## src/rtl/rf_arb_pkg.sv

```systemverilog
// Shared types and defaults for the register-file writeback arbiter.
// Entries carry a destination index and 32-bit write data.
package rf_arb_pkg;

  typedef logic [4:0] reg_idx_t;

  typedef struct packed {
    reg_idx_t    dest;
    logic [31:0] data;
  } wb_entry_t;

  localparam int unsigned DefFifoDepth = 2;
  localparam int unsigned DefMaxWait   = 4;

  function automatic logic [31:0] idx_onehot(reg_idx_t idx);
    idx_onehot = 32'd1 << idx;
  endfunction

endpackage

```

## src/rtl/wb_fifo.sv

```systemverilog
// Synchronous FIFO of writeback entries with full/empty flags.
// DEPTH must be a power of two and at least 2.
module wb_fifo
  import rf_arb_pkg::*;
#(
  parameter int unsigned DEPTH = DefFifoDepth
) (
  input  logic      clk,
  input  logic      rst_n,
  input  logic      push,
  input  wb_entry_t push_data,
  input  logic      pop,
  output wb_entry_t head,
  output logic      full,
  output logic      empty
);

  localparam int unsigned AW = $clog2(DEPTH);

  // One extra pointer bit distinguishes full from empty.
  logic [AW:0] wr_ptr_q, wr_ptr_d;
  logic [AW:0] rd_ptr_q, rd_ptr_d;
  wb_entry_t   mem_q [DEPTH];
  logic        do_push, do_pop;

  assign empty   = (wr_ptr_q == rd_ptr_q);
  assign full    = (wr_ptr_q[AW] != rd_ptr_q[AW]) &&
                   (wr_ptr_q[AW-1:0] == rd_ptr_q[AW-1:0]);
  assign do_push = push && !full;
  assign do_pop  = pop && !empty;
  assign head    = mem_q[rd_ptr_q[AW-1:0]];

  always_comb begin
    wr_ptr_d = wr_ptr_q;
    rd_ptr_d = rd_ptr_q;
    if (do_push) begin
      wr_ptr_d = wr_ptr_q + {{AW{1'b0}}, 1'b1};
    end
    if (do_pop) begin
      rd_ptr_d = rd_ptr_q + {{AW{1'b0}}, 1'b1};
    end
  end

  always_ff @(posedge clk) begin
    if (!rst_n) begin
      wr_ptr_q <= '0;
      rd_ptr_q <= '0;
    end else begin
      wr_ptr_q <= wr_ptr_d;
      rd_ptr_q <= rd_ptr_d;
    end
  end

  always_ff @(posedge clk) begin
    if (do_push) begin
      mem_q[wr_ptr_q[AW-1:0]] <= push_data;
    end
  end

endmodule

```

## src/rtl/regfile_wb_arbiter.sv

```systemverilog
// Shares the regfile write port between pipeline writeback and buffered M-unit results,
// and tracks outstanding M-unit destinations to stall decode on RAW/WAW hazards.
module regfile_wb_arbiter
  import rf_arb_pkg::*;
#(
  parameter int unsigned FIFO_DEPTH = DefFifoDepth,
  parameter int unsigned MAX_WAIT   = DefMaxWait
) (
  input  logic        clk,
  input  logic        rst_n,
  input  logic        pipe_wb_valid,
  input  logic [4:0]  pipe_wb_dest,
  input  logic [31:0] pipe_wb_data,
  output logic        pipe_wb_stall,
  input  logic        md_issue,
  input  logic [4:0]  md_issue_dest,
  input  logic        md_rsp_valid,
  input  logic [4:0]  md_rsp_dest,
  input  logic [31:0] md_rsp_data,
  output logic        md_rsp_ready,
  input  logic [4:0]  dec_src_a,
  input  logic [4:0]  dec_src_b,
  input  logic [4:0]  dec_dest,
  output logic        hazard_stall,
  output logic        rf_load,
  output logic [4:0]  rf_dest,
  output logic [31:0] rf_in,
  output logic [31:0] busy_vec
);

  localparam int unsigned   WW      = $clog2(MAX_WAIT + 1);
  localparam logic [WW-1:0] WaitMax = WW'(MAX_WAIT);

  wb_entry_t     head, push_entry;
  logic          fifo_full, fifo_empty, fifo_push;
  logic          md_grant;
  logic [WW-1:0] wait_cnt_q, wait_cnt_d;
  logic [31:0]   busy_q, busy_d, clr_mask, busy_eff;
  logic          wr_any;
  reg_idx_t      wr_dest;
  logic [31:0]   wr_data;

  assign push_entry   = '{dest: md_rsp_dest, data: md_rsp_data};
  assign md_rsp_ready = rst_n && !fifo_full;
  assign fifo_push    = md_rsp_valid && md_rsp_ready;

  wb_fifo #(
    .DEPTH(FIFO_DEPTH)
  ) u_fifo (
    .clk      (clk),
    .rst_n    (rst_n),
    .push     (fifo_push),
    .push_data(push_entry),
    .pop      (md_grant),
    .head     (head),
    .full     (fifo_full),
    .empty    (fifo_empty)
  );

  // M-unit head preempts the pipeline once it has waited MAX_WAIT cycles.
  always_comb begin
    md_grant = rst_n && !fifo_empty && (!pipe_wb_valid || (wait_cnt_q == WaitMax));
  end

  always_comb begin
    wr_any  = 1'b0;
    wr_dest = '0;
    wr_data = '0;
    if (md_grant) begin
      wr_any  = 1'b1;
      wr_dest = head.dest;
      wr_data = head.data;
    end else if (rst_n && pipe_wb_valid) begin
      wr_any  = 1'b1;
      wr_dest = pipe_wb_dest;
      wr_data = pipe_wb_data;
    end
    rf_load       = wr_any && (wr_dest != '0);
    rf_dest       = wr_dest;
    rf_in         = wr_data;
    pipe_wb_stall = pipe_wb_valid && md_grant;
  end

  always_comb begin
    wait_cnt_d = wait_cnt_q;
    if (fifo_empty || md_grant) begin
      wait_cnt_d = '0;
    end else if (wait_cnt_q != WaitMax) begin
      wait_cnt_d = wait_cnt_q + WW'(1);
    end
  end

  // The index written this cycle is already forwarded by the regfile, so it no longer stalls.
  always_comb begin
    clr_mask = md_grant ? idx_onehot(head.dest) : 32'd0;
    busy_eff = busy_q & ~clr_mask;
    busy_d   = busy_eff;
    if (md_issue && (md_issue_dest != '0)) begin
      busy_d[md_issue_dest] = 1'b1;
    end
  end

  always_comb begin
    hazard_stall = rst_n && (((dec_src_a != '0) && busy_eff[dec_src_a]) ||
                             ((dec_src_b != '0) && busy_eff[dec_src_b]) ||
                             ((dec_dest  != '0) && busy_eff[dec_dest]));
    busy_vec     = rst_n ? busy_q : 32'd0;
  end

  always_ff @(posedge clk) begin
    if (!rst_n) begin
      wait_cnt_q <= '0;
      busy_q     <= '0;
    end else begin
      wait_cnt_q <= wait_cnt_d;
      busy_q     <= busy_d;
    end
  end

  a_issue_busy: assert property (@(posedge clk) disable iff (!rst_n)
    (md_issue && (md_issue_dest != '0)) |-> !busy_eff[md_issue_dest]);

  a_pipe_busy: assert property (@(posedge clk) disable iff (!rst_n)
    (pipe_wb_valid && (pipe_wb_dest != '0)) |-> !busy_q[pipe_wb_dest]);

  // x0 responses are legal and simply discarded on pop.
  a_rsp_not_busy: assert property (@(posedge clk) disable iff (!rst_n)
    (fifo_push && (md_rsp_dest != '0)) |-> busy_q[md_rsp_dest]);

endmodule

```

## config.mk

```make
export PLATFORM = sky130hd
export DESIGN_NAME = regfile_wb_arbiter
export DESIGN_NICKNAME = d
export VERILOG_FILES = /design/src/rtl/rf_arb_pkg.sv /design/src/rtl/wb_fifo.sv /design/src/rtl/regfile_wb_arbiter.sv
export SDC_FILE = /design/constraint.sdc
export NUM_CORES = 1
export LEC_CHECK = 0
export ABC_AREA = 1
export CORE_MARGIN = 2
export CORE_UTILIZATION = 37
export CTS_BUF_LIST = sky130_fd_sc_hd__clkbuf_4 sky130_fd_sc_hd__clkbuf_8
export DETAILED_ROUTE_END_ITERATION = 6
export GPL_TIMING_DRIVEN = 1
export REMOVE_ABC_BUFFERS = 1
export SKIP_LAST_GASP = 1
export SLEW_MARGIN = 25
export SYNTH_ARGS = -nofsm -noshare
export SYNTH_HDL_FRONTEND = slang
export SYNTH_SLANG_ARGS = --single-unit
```

## constraint.sdc

```tcl
create_clock -name clk -period 3.7 [get_ports clk]
set_input_delay 0.74 -clock clk [delete_from_list [all_inputs] [get_ports clk]]
set_output_delay 0.74 -clock clk [all_outputs]
set_load 0.05 [all_outputs]
```

==> out/metrics.yaml <==
run_status:
  status: "complete, no violations"
floorplan:
  core.rowCount: 47
  fp.dieH_um: 134
  initial_core_util_pct: 37.7
  die_area_um2: 17900
  core_um2: 16500
  io_pins: 172
  die_x_um: 134
clock_tree:
  cts.path.max_buffers: 2
  cts.sinks: 114
  cts_htree_levels: 4
  ctsHoldBuffers: 0
  clock_latency_ns: 0.44
  clockRootBuffer: "clkbuf_8"
  cts_tree: "yes"
  cts.clk_slew.worst_paths_ns: 0.07
  cts_made_buffers: 17
detailed_routing:
  route.detailed.drc: 0
  vias: 6437
  drt-initial-drc-count: 703
  drtAntennaViolNets: 0
  routed_wl_um: 21100
  dr.pass1.iters: 5
  viasPerCell: 5.10
  wire_per_inst_um: 16.7
timing:
  rsz0062_at_grt: "no"
  clock-skew-final_ns: 0.0128
  min_period_ns: 3.51
  drv_slew: 0
  max_slew_margin_pct: 38.6
  holdWs_ns: 0.418
  hold_violations: 0
  fin_tns_setup_ns: 0
  setup_ws_ns: 0.187
  post-route-period-util_pct: 94.9
  tightest_slew_ns: 0.913
  fmax_mhz: 285
  setup_viol: 0
global_routing:
  grt_max_degree: 41
  grt_overflow: 0
  antenna_found_initial: 0
  grt_pass1_vias: 5841
  grt_pass1_wl_um: 31800
  grt_usage_pct: 23.2
placement:
  gp_congestion: 0.952
  port_buffers: 171
  place_inst: 1220
  dp_hpwl_um: 15700
  dp_slack_ns: 0.0809
synthesis:
  yosysTopAreaCellShare_pct: 35.6
  ys_warn_count: 0
  synth_area_leaders: "edfxtp_1 36%, dfxtp_1 13%, nand2_1 12%"
  syn_inst: 818
  yosys.area.top_type: "edfxtp_1"
  synth_edf_count: 74
  synth_area_per_cell_um2: 7.62
  ys_async_sr_fraction_pct: 0
  yosysMostFrequentCell: "nand2_1"
  synth_cell_type_count: 35
  synth_seq_cells: 114
  syn_area_um2: 6240
  synth_ff_type: "edfxtp_1"
  synth_seq_area_share_pct: 48.5
  yosys-top-cells-count: "201 x nand2_1, 125 x nor2_1, 116 x nand3_1"
cells_and_area:
  layoutNonFillerInstCount: 1262
  fillCellCount: 1496
  drive_gt1_share_pct: 17.4
  area_growth_pct: 53.2
  antenna_cells: 0
  fin_nets: 1130
critical_path:
  critPathCaptureType: "output pin"
  ff2ff_path_depth: 7
  r2r_start: "u_fifo.wr_ptr_q[0]$_SDFFE_PN0P_"
  cp_data_required_time_ns: 2.96
  r2r_end: "u_fifo.mem_q[1][28]$_DFFE_PP_"
  worstSetupEndpoint: "hazard_stall"
  setup.worst_path.class: "reg2out"
  path_max_fanout: 6
  start_kind: "flip-flop"
  r2r_setup_slack_ns: 1.47
  cp.arrival_ns: 2.77
power:
  power_leakage_nw: 3.96
  vdd_drop_max_v: 0.000252
  power_density_nw_per_um2: 370
hold_path:
  hp-class: "reg2reg"
flow_run:
  cap_violations: 0
per-layer routing:
metal	global-route usage (%)	up-vias	part of all wire, %
met5	0	-	0
met4	6.26	0	1.6
met3	6.46	21	8.7
met2	35.2	276	45
met1	32.7	2981	44
li1	-	3159	-
worst min path at each step:
stage | startpoint | endpoint | slack, ns | cells after the start
after floorplan | wait_cnt_q[0]$_SDFFE_PP0N_ | wait_cnt_q[0]$_SDFFE_PP0N_ | 0.42 | 1
after global placement | wait_cnt_q[0]$_SDFFE_PP0N_ | wait_cnt_q[0]$_SDFFE_PP0N_ | 0.44 | 1
after detailed placement | wait_cnt_q[0]$_SDFFE_PP0N_ | wait_cnt_q[0]$_SDFFE_PP0N_ | 0.44 | 1
after CTS | wait_cnt_q[0]$_SDFFE_PP0N_ | wait_cnt_q[0]$_SDFFE_PP0N_ | 0.45 | 1
after global routing | wait_cnt_q[0]$_SDFFE_PP0N_ | wait_cnt_q[0]$_SDFFE_PP0N_ | 0.43 | 1
final | wait_cnt_q[0]$_SDFFE_PP0N_ | wait_cnt_q[0]$_SDFFE_PP0N_ | 0.42 | 1
kinds of logic after synthesis:
kind of cell / after synthesis / synth area share [%]
flops: 114 / 48.5
xor+xnor: 1 / 0.140
simple gates: 473 / 32.7
compound gates: 110 / 10.9
fa+ha+maj: 2 / 0.401
buf+inv: 118 / 7.36
registers in the layout, indices dropped and copies added, names as in the netlist, named ones only:
register         flops
u_fifo.wr_ptr_q      2
u_fifo.rd_ptr_q      2
wait_cnt_q           3
busy_q              32
u_fifo.mem_q        74
through the flow:
step | total power [W] | cell area (µm²) | utilization (%)
after global routing | 0.00366 | 9560 | 57.8
after detailed placement | 0.00217 | 8830 | 53.5
after CTS | 0.00352 | 9300 | 56.3
after global placement | 0.00217 | 8830 | 53.5
final | 0.00353 | 9560 | 57.8
after floorplan | 0.00177 | 6100 | -
worst max-delay path: stages (launching register included):
cell,delay (ns)
dfxtp_2,0.34
buf_4,0.16
o21ai_1,0.36
nand3_1,0.23
nor2_2,0.20
buf_4,0.14
a21boi_2,0.08
nand2_1,0.07
o211ai_1,0.13
nand2_1,0.09
nand3_1,0.06
nand2_1,0.08
nand3_1,0.06
nor2_1,0.10
nor2_1,0.06
buf_6,0.17
cells in the final DEF, fill, tap and decap left out, drive strengths merged, types with 2 or more instances in the layout:
cell type and n:
nor3 11, a31oi 2, nand4 3, inv 83, and2 7, edfxtp 74
clkdlybuf4s50 128, nand2 205, a21oi 41, or2 2, clkbuf 18, clkinv 8
dfxtp 40, a21boi 12, o21ai 21, nor2 128, buf 94, clkinvlp 4
ha 2, o31ai 32, bufinv 5, nand3 117
repair_timing:
action	4_1_cts	5_1_grt
resized for setup	1	50
setup buffers	0	9
endpoints found under the setup margin	1	15
gates cloned	0	1
pin swaps	0	10
layout make-up:
| class | count | area (µm²) | area share (%) |
|---|---|---|---|
| clock buffer | 17 | 234 | 2.45 |
| clock inverter | 15 | 233 | 2.44 |
| inverter | 85 | 327 | 3.42 |
| multi-input combinational | 587 | 2900 | 30.4 |
| sequential | 114 | 3030 | 31.7 |
| tap | 220 | 275 | 2.88 |
| timing repair buffer | 224 | 2560 | 26.8 |
report_power, final:
part | internal (W) | switching, W
Clock | 0.000807 | 0.000547
Combinational | 0.000331 | 0.000438
Sequential | 0.00139 | 0.0000138
Note: power is estimated with default switching activity, not from simulation.
